<file path="src/rtl/ssd_scan_if.sv">
// Bus bundle between a display host and the seven-segment scan controller.
// The host loads digit data and controls; the controller drives the segment and digit lines.
interface ssd_scan_if #(
    parameter int unsigned DIGITS = 4
) ();
    logic                  load;
    logic [4*DIGITS-1:0]   digits_in;
    logic [DIGITS-1:0]     dp_in;
    logic                  blank_lz;
    logic [DIGITS-1:0]     blink_mask;
    logic [DIGITS-1:0]     ssd_ctl;
    logic [7:0]            ssd_in;

    modport master (
        output load, digits_in, dp_in, blank_lz, blink_mask,
        input  ssd_ctl, ssd_in
    );

    modport slave (
        input  load, digits_in, dp_in, blank_lz, blink_mask,
        output ssd_ctl, ssd_in
    );
endinterface

</file>
<file path="src/rtl/ssd_scan_ctrl.sv">
// Multiplexed N-digit common-anode seven-segment controller with frame-synchronous
// double buffering, leading-zero blanking, per-digit blink and on-chip hex decode.
module ssd_scan_ctrl #(
    parameter int unsigned DIGITS       = 4,
    parameter int unsigned REFRESH_DIV  = 100000,
    parameter int unsigned BLINK_FRAMES = 64
) (
    input  logic        clk,
    input  logic        rst,
    ssd_scan_if.slave   bus
);
    localparam int unsigned DW = 4 * DIGITS;
    localparam int unsigned PW = (REFRESH_DIV > 1) ? $clog2(REFRESH_DIV) : 1;
    localparam int unsigned IW = (DIGITS > 1) ? $clog2(DIGITS) : 1;
    localparam int unsigned FW = (BLINK_FRAMES > 1) ? $clog2(BLINK_FRAMES) : 1;

    logic [PW-1:0]     pcnt, pcnt_n;
    logic [IW-1:0]     idx, idx_n;
    logic [FW-1:0]     fcnt, fcnt_n;
    logic              bphase, bphase_n;
    logic              pend_v, pend_v_n;
    logic [DW-1:0]     pend_dig, pend_dig_n;
    logic [DIGITS-1:0] pend_dp, pend_dp_n;
    logic [DW-1:0]     act_dig, act_dig_n;
    logic [DIGITS-1:0] act_dp, act_dp_n;
    logic [DIGITS-1:0] ctl_q, ctl_n;
    logic [7:0]        seg_q, seg_n;

    logic              tick_c;
    logic              idx_last_c;
    logic              frame_c;
    logic [3:0]        cur_nib_c;
    logic              cur_dp_c;
    logic              upper_zero_c;
    logic              lz_blank_c;
    logic              blink_blank_c;

    // Active-low hex decode, bit order {g,f,e,d,c,b,a}.
    function automatic logic [6:0] hex7(input logic [3:0] n);
        logic [6:0] s;
        case (n)
            4'h0: s = 7'h40;
            4'h1: s = 7'h79;
            4'h2: s = 7'h24;
            4'h3: s = 7'h30;
            4'h4: s = 7'h19;
            4'h5: s = 7'h12;
            4'h6: s = 7'h02;
            4'h7: s = 7'h78;
            4'h8: s = 7'h00;
            4'h9: s = 7'h10;
            4'hA: s = 7'h08;
            4'hB: s = 7'h03;
            4'hC: s = 7'h46;
            4'hD: s = 7'h21;
            4'hE: s = 7'h06;
            default: s = 7'h0E;
        endcase
        return s;
    endfunction

    // Next-state for prescaler, scan index, blink timer and the two buffers.
    always_comb begin
        pcnt_n     = pcnt;
        idx_n      = idx;
        fcnt_n     = fcnt;
        bphase_n   = bphase;
        pend_v_n   = pend_v;
        pend_dig_n = pend_dig;
        pend_dp_n  = pend_dp;
        act_dig_n  = act_dig;
        act_dp_n   = act_dp;

        tick_c     = (pcnt == PW'(REFRESH_DIV - 1));
        idx_last_c = (idx == IW'(DIGITS - 1));
        frame_c    = tick_c && idx_last_c;

        pcnt_n = tick_c ? '0 : pcnt + PW'(1);

        if (tick_c) begin
            idx_n = idx_last_c ? '0 : idx + IW'(1);
        end

        if (frame_c) begin
            if (fcnt == FW'(BLINK_FRAMES - 1)) begin
                fcnt_n   = '0;
                bphase_n = ~bphase;
            end else begin
                fcnt_n = fcnt + FW'(1);
            end
        end

        // A load on the boundary edge bypasses the pending buffer entirely.
        if (bus.load && frame_c) begin
            act_dig_n = bus.digits_in;
            act_dp_n  = bus.dp_in;
            pend_v_n  = 1'b0;
        end else if (bus.load) begin
            pend_dig_n = bus.digits_in;
            pend_dp_n  = bus.dp_in;
            pend_v_n   = 1'b1;
        end else if (frame_c && pend_v) begin
            act_dig_n = pend_dig;
            act_dp_n  = pend_dp;
            pend_v_n  = 1'b0;
        end
    end

    // Output decode for the digit currently selected by idx.
    always_comb begin
        ctl_n        = '1;
        seg_n        = 8'hFF;
        cur_nib_c    = act_dig[4*int'(idx) +: 4];
        cur_dp_c     = act_dp[int'(idx)];
        upper_zero_c = 1'b1;

        for (int j = 0; j < int'(DIGITS); j++) begin
            if ((j >= int'(idx)) && (act_dig[4*j +: 4] != 4'h0)) begin
                upper_zero_c = 1'b0;
            end
        end

        lz_blank_c    = bus.blank_lz && (idx != '0) && upper_zero_c;
        blink_blank_c = bphase && bus.blink_mask[int'(idx)];

        if (!lz_blank_c && !blink_blank_c) begin
            ctl_n = ~(DIGITS'(1) << idx);
            seg_n = {~cur_dp_c, hex7(cur_nib_c)};
        end
    end

    always_ff @(posedge clk) begin
        if (rst) begin
            pcnt     <= '0;
            idx      <= '0;
            fcnt     <= '0;
            bphase   <= 1'b0;
            pend_v   <= 1'b0;
            pend_dig <= '0;
            pend_dp  <= '0;
            act_dig  <= '0;
            act_dp   <= '0;
            ctl_q    <= '1;
            seg_q    <= 8'hFF;
        end else begin
            pcnt     <= pcnt_n;
            idx      <= idx_n;
            fcnt     <= fcnt_n;
            bphase   <= bphase_n;
            pend_v   <= pend_v_n;
            pend_dig <= pend_dig_n;
            pend_dp  <= pend_dp_n;
            act_dig  <= act_dig_n;
            act_dp   <= act_dp_n;
            ctl_q    <= ctl_n;
            seg_q    <= seg_n;
        end
    end

    assign bus.ssd_ctl = ctl_q;
    assign bus.ssd_in  = seg_q;

endmodule

</file>
<file path="src/flat_wrapper.sv">
// flat-port wrapper written by rule: the top's interface ports become plain ports
module ssd_scan_ctrl_flat 
#(
    parameter int unsigned DIGITS       = 4,
    parameter int unsigned REFRESH_DIV  = 100000,
    parameter int unsigned BLINK_FRAMES = 64
)
  (clk, rst, bus_load, bus_digits_in, bus_dp_in, bus_blank_lz, bus_blink_mask, bus_ssd_ctl, bus_ssd_in);
  ssd_scan_if #(.DIGITS(DIGITS)) bus_i ();
  input  logic clk;
  input  logic rst;
  input wire logic [$bits(bus_i.load)-1:0] bus_load;
  input wire logic [$bits(bus_i.digits_in)-1:0] bus_digits_in;
  input wire logic [$bits(bus_i.dp_in)-1:0] bus_dp_in;
  input wire logic [$bits(bus_i.blank_lz)-1:0] bus_blank_lz;
  input wire logic [$bits(bus_i.blink_mask)-1:0] bus_blink_mask;
  output wire logic [$bits(bus_i.ssd_ctl)-1:0] bus_ssd_ctl;
  output wire logic [$bits(bus_i.ssd_in)-1:0] bus_ssd_in;
  assign bus_i.load = bus_load;
  assign bus_i.digits_in = bus_digits_in;
  assign bus_i.dp_in = bus_dp_in;
  assign bus_i.blank_lz = bus_blank_lz;
  assign bus_i.blink_mask = bus_blink_mask;
  assign bus_ssd_ctl = bus_i.ssd_ctl;
  assign bus_ssd_in = bus_i.ssd_in;
  ssd_scan_ctrl #(.DIGITS(DIGITS), .REFRESH_DIV(REFRESH_DIV), .BLINK_FRAMES(BLINK_FRAMES)) u_core (.clk(clk), .rst(rst), .bus(bus_i));
endmodule
</file>
<file path="config.mk">
export PLATFORM = sky130hd
export DESIGN_NAME = ssd_scan_ctrl_flat
export DESIGN_NICKNAME = d
export VERILOG_FILES = /design/src/rtl/ssd_scan_if.sv /design/src/rtl/ssd_scan_ctrl.sv /design/src/flat_wrapper.sv
export SDC_FILE = /design/constraint.sdc
export NUM_CORES = 1
export LEC_CHECK = 0
export ABC_CLOCK_PERIOD_IN_PS = 2850
export BUFFER_PORTS_ARGS = -buffer_cell sky130_fd_sc_hd__buf_2
export CAP_MARGIN = 20
export CORE_AREA = 2 2 114 88
export DETAILED_ROUTE_END_ITERATION = 7
export DIE_AREA = 0 0 116 90
export PLACE_DENSITY_LB_ADDON = 0.15
export SLEW_MARGIN = 0
export SYNTH_ARGS = -nofsm -noshare
export SYNTH_HDL_FRONTEND = slang
export SYNTH_SLANG_ARGS = --single-unit
</file>
<file path="constraint.sdc">
create_clock -name clk -period 2.85 [get_ports clk]
set_input_delay 0.285 -clock clk [delete_from_list [all_inputs] [get_ports clk]]
set_output_delay 0.285 -clock clk [all_outputs]
set_load 0.02 [all_outputs]
</file>
==> impl_metrics.tcl <==
set metrics [dict create \
    layout-drive-gt1-share_pct 15.5 \
    remaining_drc_errors 0 \
    htreeDepth 3 \
    yosysWarnings 0 \
    drt_iter0_drc 122 \
    seq_area_frac_synth_pct 38.7 \
    post-dp-hpwl_um 6040 \
    syn_inst 455 \
    maxCapViolations 0 \
    min_period_ps 2380 \
    syn2layout_area_growth_pct 14.4 \
    async_reset_ff_share_pct 0 \
    cp.arrival_ps 2600 \
    synth.largest_area_cell "dfxtp_1" \
    synth_cell_types 48 \
    fin_nets 522 \
    synth_area_um2 4090 \
    initial_utilization_pct 43.5 \
    crit_fanout 10 \
    ys.flop_type "dfxtp_1" \
    grt_overflow 0 \
    track_usage_pct 18.0 \
    powerDensity_nw_per_um2 539 \
    vias 3234 \
    die_w_um 116 \
    synth_edf_count 0 \
    hold_viol 0 \
    worst_hold_slack_ps 221 \
    cp.required_ps 3060 \
    die_area_um2 10400 \
    clkSlewWorstSetupHoldPaths_ps 60 \
    fillers 908 \
    clock_latency_ps 340 \
    status "finished, final reports clean" \
    syn-num-nets 496 \
    dp_slack_ps 497 \
    grt_setup_unrepaired "false" \
    skew_ps 7.95 \
    netlist_top_cells_count "dfxtp_1 (79), nand2b_1 (63), nor2_1 (39), nand2_1 (32)" \
    gp_congestion 0.790 \
    tightestPinTransition_ps 760 \
    ant_nets 0 \
    ys_ff_latch 79 \
    cts_root_buf "clkbuf_16" \
    core_um2 9390 \
    syn_avg_cell_area_um2 8.98 \
    rows 31 \
    setup_ws_ps 467 \
    antenna_found_initial 0 \
    cts_made_buffers 9 \
    synth_top_area_share_pct 38.7 \
    setup_viol 0 \
    start_kind "flip-flop" \
    grt_pass1_wl_um 14900 \
    cts_max_path_buffers 2 \
    wire_per_inst_um 14.1 \
    via_per_inst 5.24 \
    grt_pass1_vias 3116 \
    hold_class "in -> reg" \
    portBuffers 39 \
    min_period_over_period_pct 83.6 \
    ir_worst_vdd_uv 444 \
    synth.most_common_cell "dfxtp_1" \
    post-cts-setup-buffers 0 \
    grt_max_degree 40 \
    endpoint_kind "flip-flop" \
    path_class "reg -> reg" \
    p_leak_nw 1.72 \
    die_y_um 90 \
    fin_setup_tns_ps 0 \
    cts_tree "yes" \
    holdBufCountCts 0 \
    slew_viol_final 0 \
    ios 40 \
    cts_resized 0 \
    antenna_cells 0 \
    first_pass_iters 6 \
    routed_wl_um 8730 \
    fmax_mhz 420 \
    cts_sinks 79 \
    max_slew_margin_pct 49.3 \
    synthTopCellsByArea "dfxtp_1 (39%), nand2b_1 (9.6%), mux2i_1 (6.9%), o32ai_1 (4.3%), ha_1 (4.0%)" \
]
cells in the final DEF (no fill, tap or decap), drive strengths merged, types with 11 or more instances in the layout:
master / count
nand2b: 63
nand2: 32
clkbuf: 11
nor2: 39
dfxtp: 79
ha: 13
a21oi: 28
buf: 47
o32ai: 20
inv: 12
mux2i: 28
metrics by stage:
step | util (%) | std cells | cell area [um2] | total power [W]
3_5_place_dp | 46.5 | 602 | 4360 | 0.00133
2_1_floorplan | - | 455 | 4090 | 0.00127
4_1_cts | 49.8 | 617 | 4680 | 0.00256
3_3_place_gp | 46.5 | 602 | 4360 | 0.00132
6_report | 49.8 | 617 | 4680 | 0.00252
5_1_grt | 49.8 | 617 | 4680 | 0.00262
critical path, cell delays in order (launching register included):
cell,delay [ps]
dfxtp_1,650
mux4_2,630
inv_1,180
ha_1,180
inv_1,40
mux4_2,430
nand2b_1,140
logic make-up after synthesis:
family | Yosys count | synth area share (%)
and+or+nand+nor | 194 | 25.7
DFF | 79 | 38.7
AOI/OAI and AO/OA | 70 | 11.7
buffers and inverters | 44 | 4.84
muxes | 40 | 11.9
xor gates and xnor gates | 15 | 3.21
adders and majority gates | 13 | 3.98
worst paths after layout:
check | slack, ps | from | to | cells after the start
setup / recovery | 470 | u_core.idx[0] | u_core.bus.ssd_in[3] | 6
hold / removal | 220 | bus_digits_in[7] | u_core.pend_dig[7] | 3
setup reg to reg | 470 | u_core.idx[0] | u_core.bus.ssd_in[3] | 6
hold reg to reg | 470 | u_core.pend_dig[7] | u_core.pend_dig[7] | 2
cell type report:
class | count | area, um2 | area share (%)
flip-flops and latches | 79 | 1580 | 33.8
repair buffers | 47 | 255 | 5.46
multi-input cells | 332 | 2320 | 49.5
well taps | 132 | 165 | 3.53
clock buffers | 11 | 243 | 5.19
inverters | 12 | 45.0 | 0.963
clock inverters | 4 | 70.1 | 1.50
routing by layer:
layer / track usage [%] / vias up / part of all wire (%)
li1: - / 1653 / -
met1: 22.8 / 1544 / 48
met2: 29.2 / 27 / 49
met3: 5.12 / 10 / 2.1
met4: 6.15 / 0 / 1.2
met5: 0 / - / 0
sequential cells by signal (all words and copies together), names as in the netlist:
signal              flops
u_core.pcnt            17
u_core.act_dig         16
u_core.pend_dig        16
u_core.bus.ssd_in       8
u_core.fcnt             6
u_core.act_dp           4
u_core.bus.ssd_ctl      4
u_core.pend_dp          4
u_core.idx              2
u_core.bphase           1
u_core.pend_v           1
power by group:
group | total [W] | switching [W] | internal (W)
Combinational | 0.000149 | 0.0000817 | 0.0000668
Sequential | 0.00115 | 0.0000195 | 0.00113
Clock | 0.00122 | 0.000439 | 0.000783
Total | 0.00252 | 0.000540 | 0.00198
No activity file was read; power rests on OpenSTA's default activity.
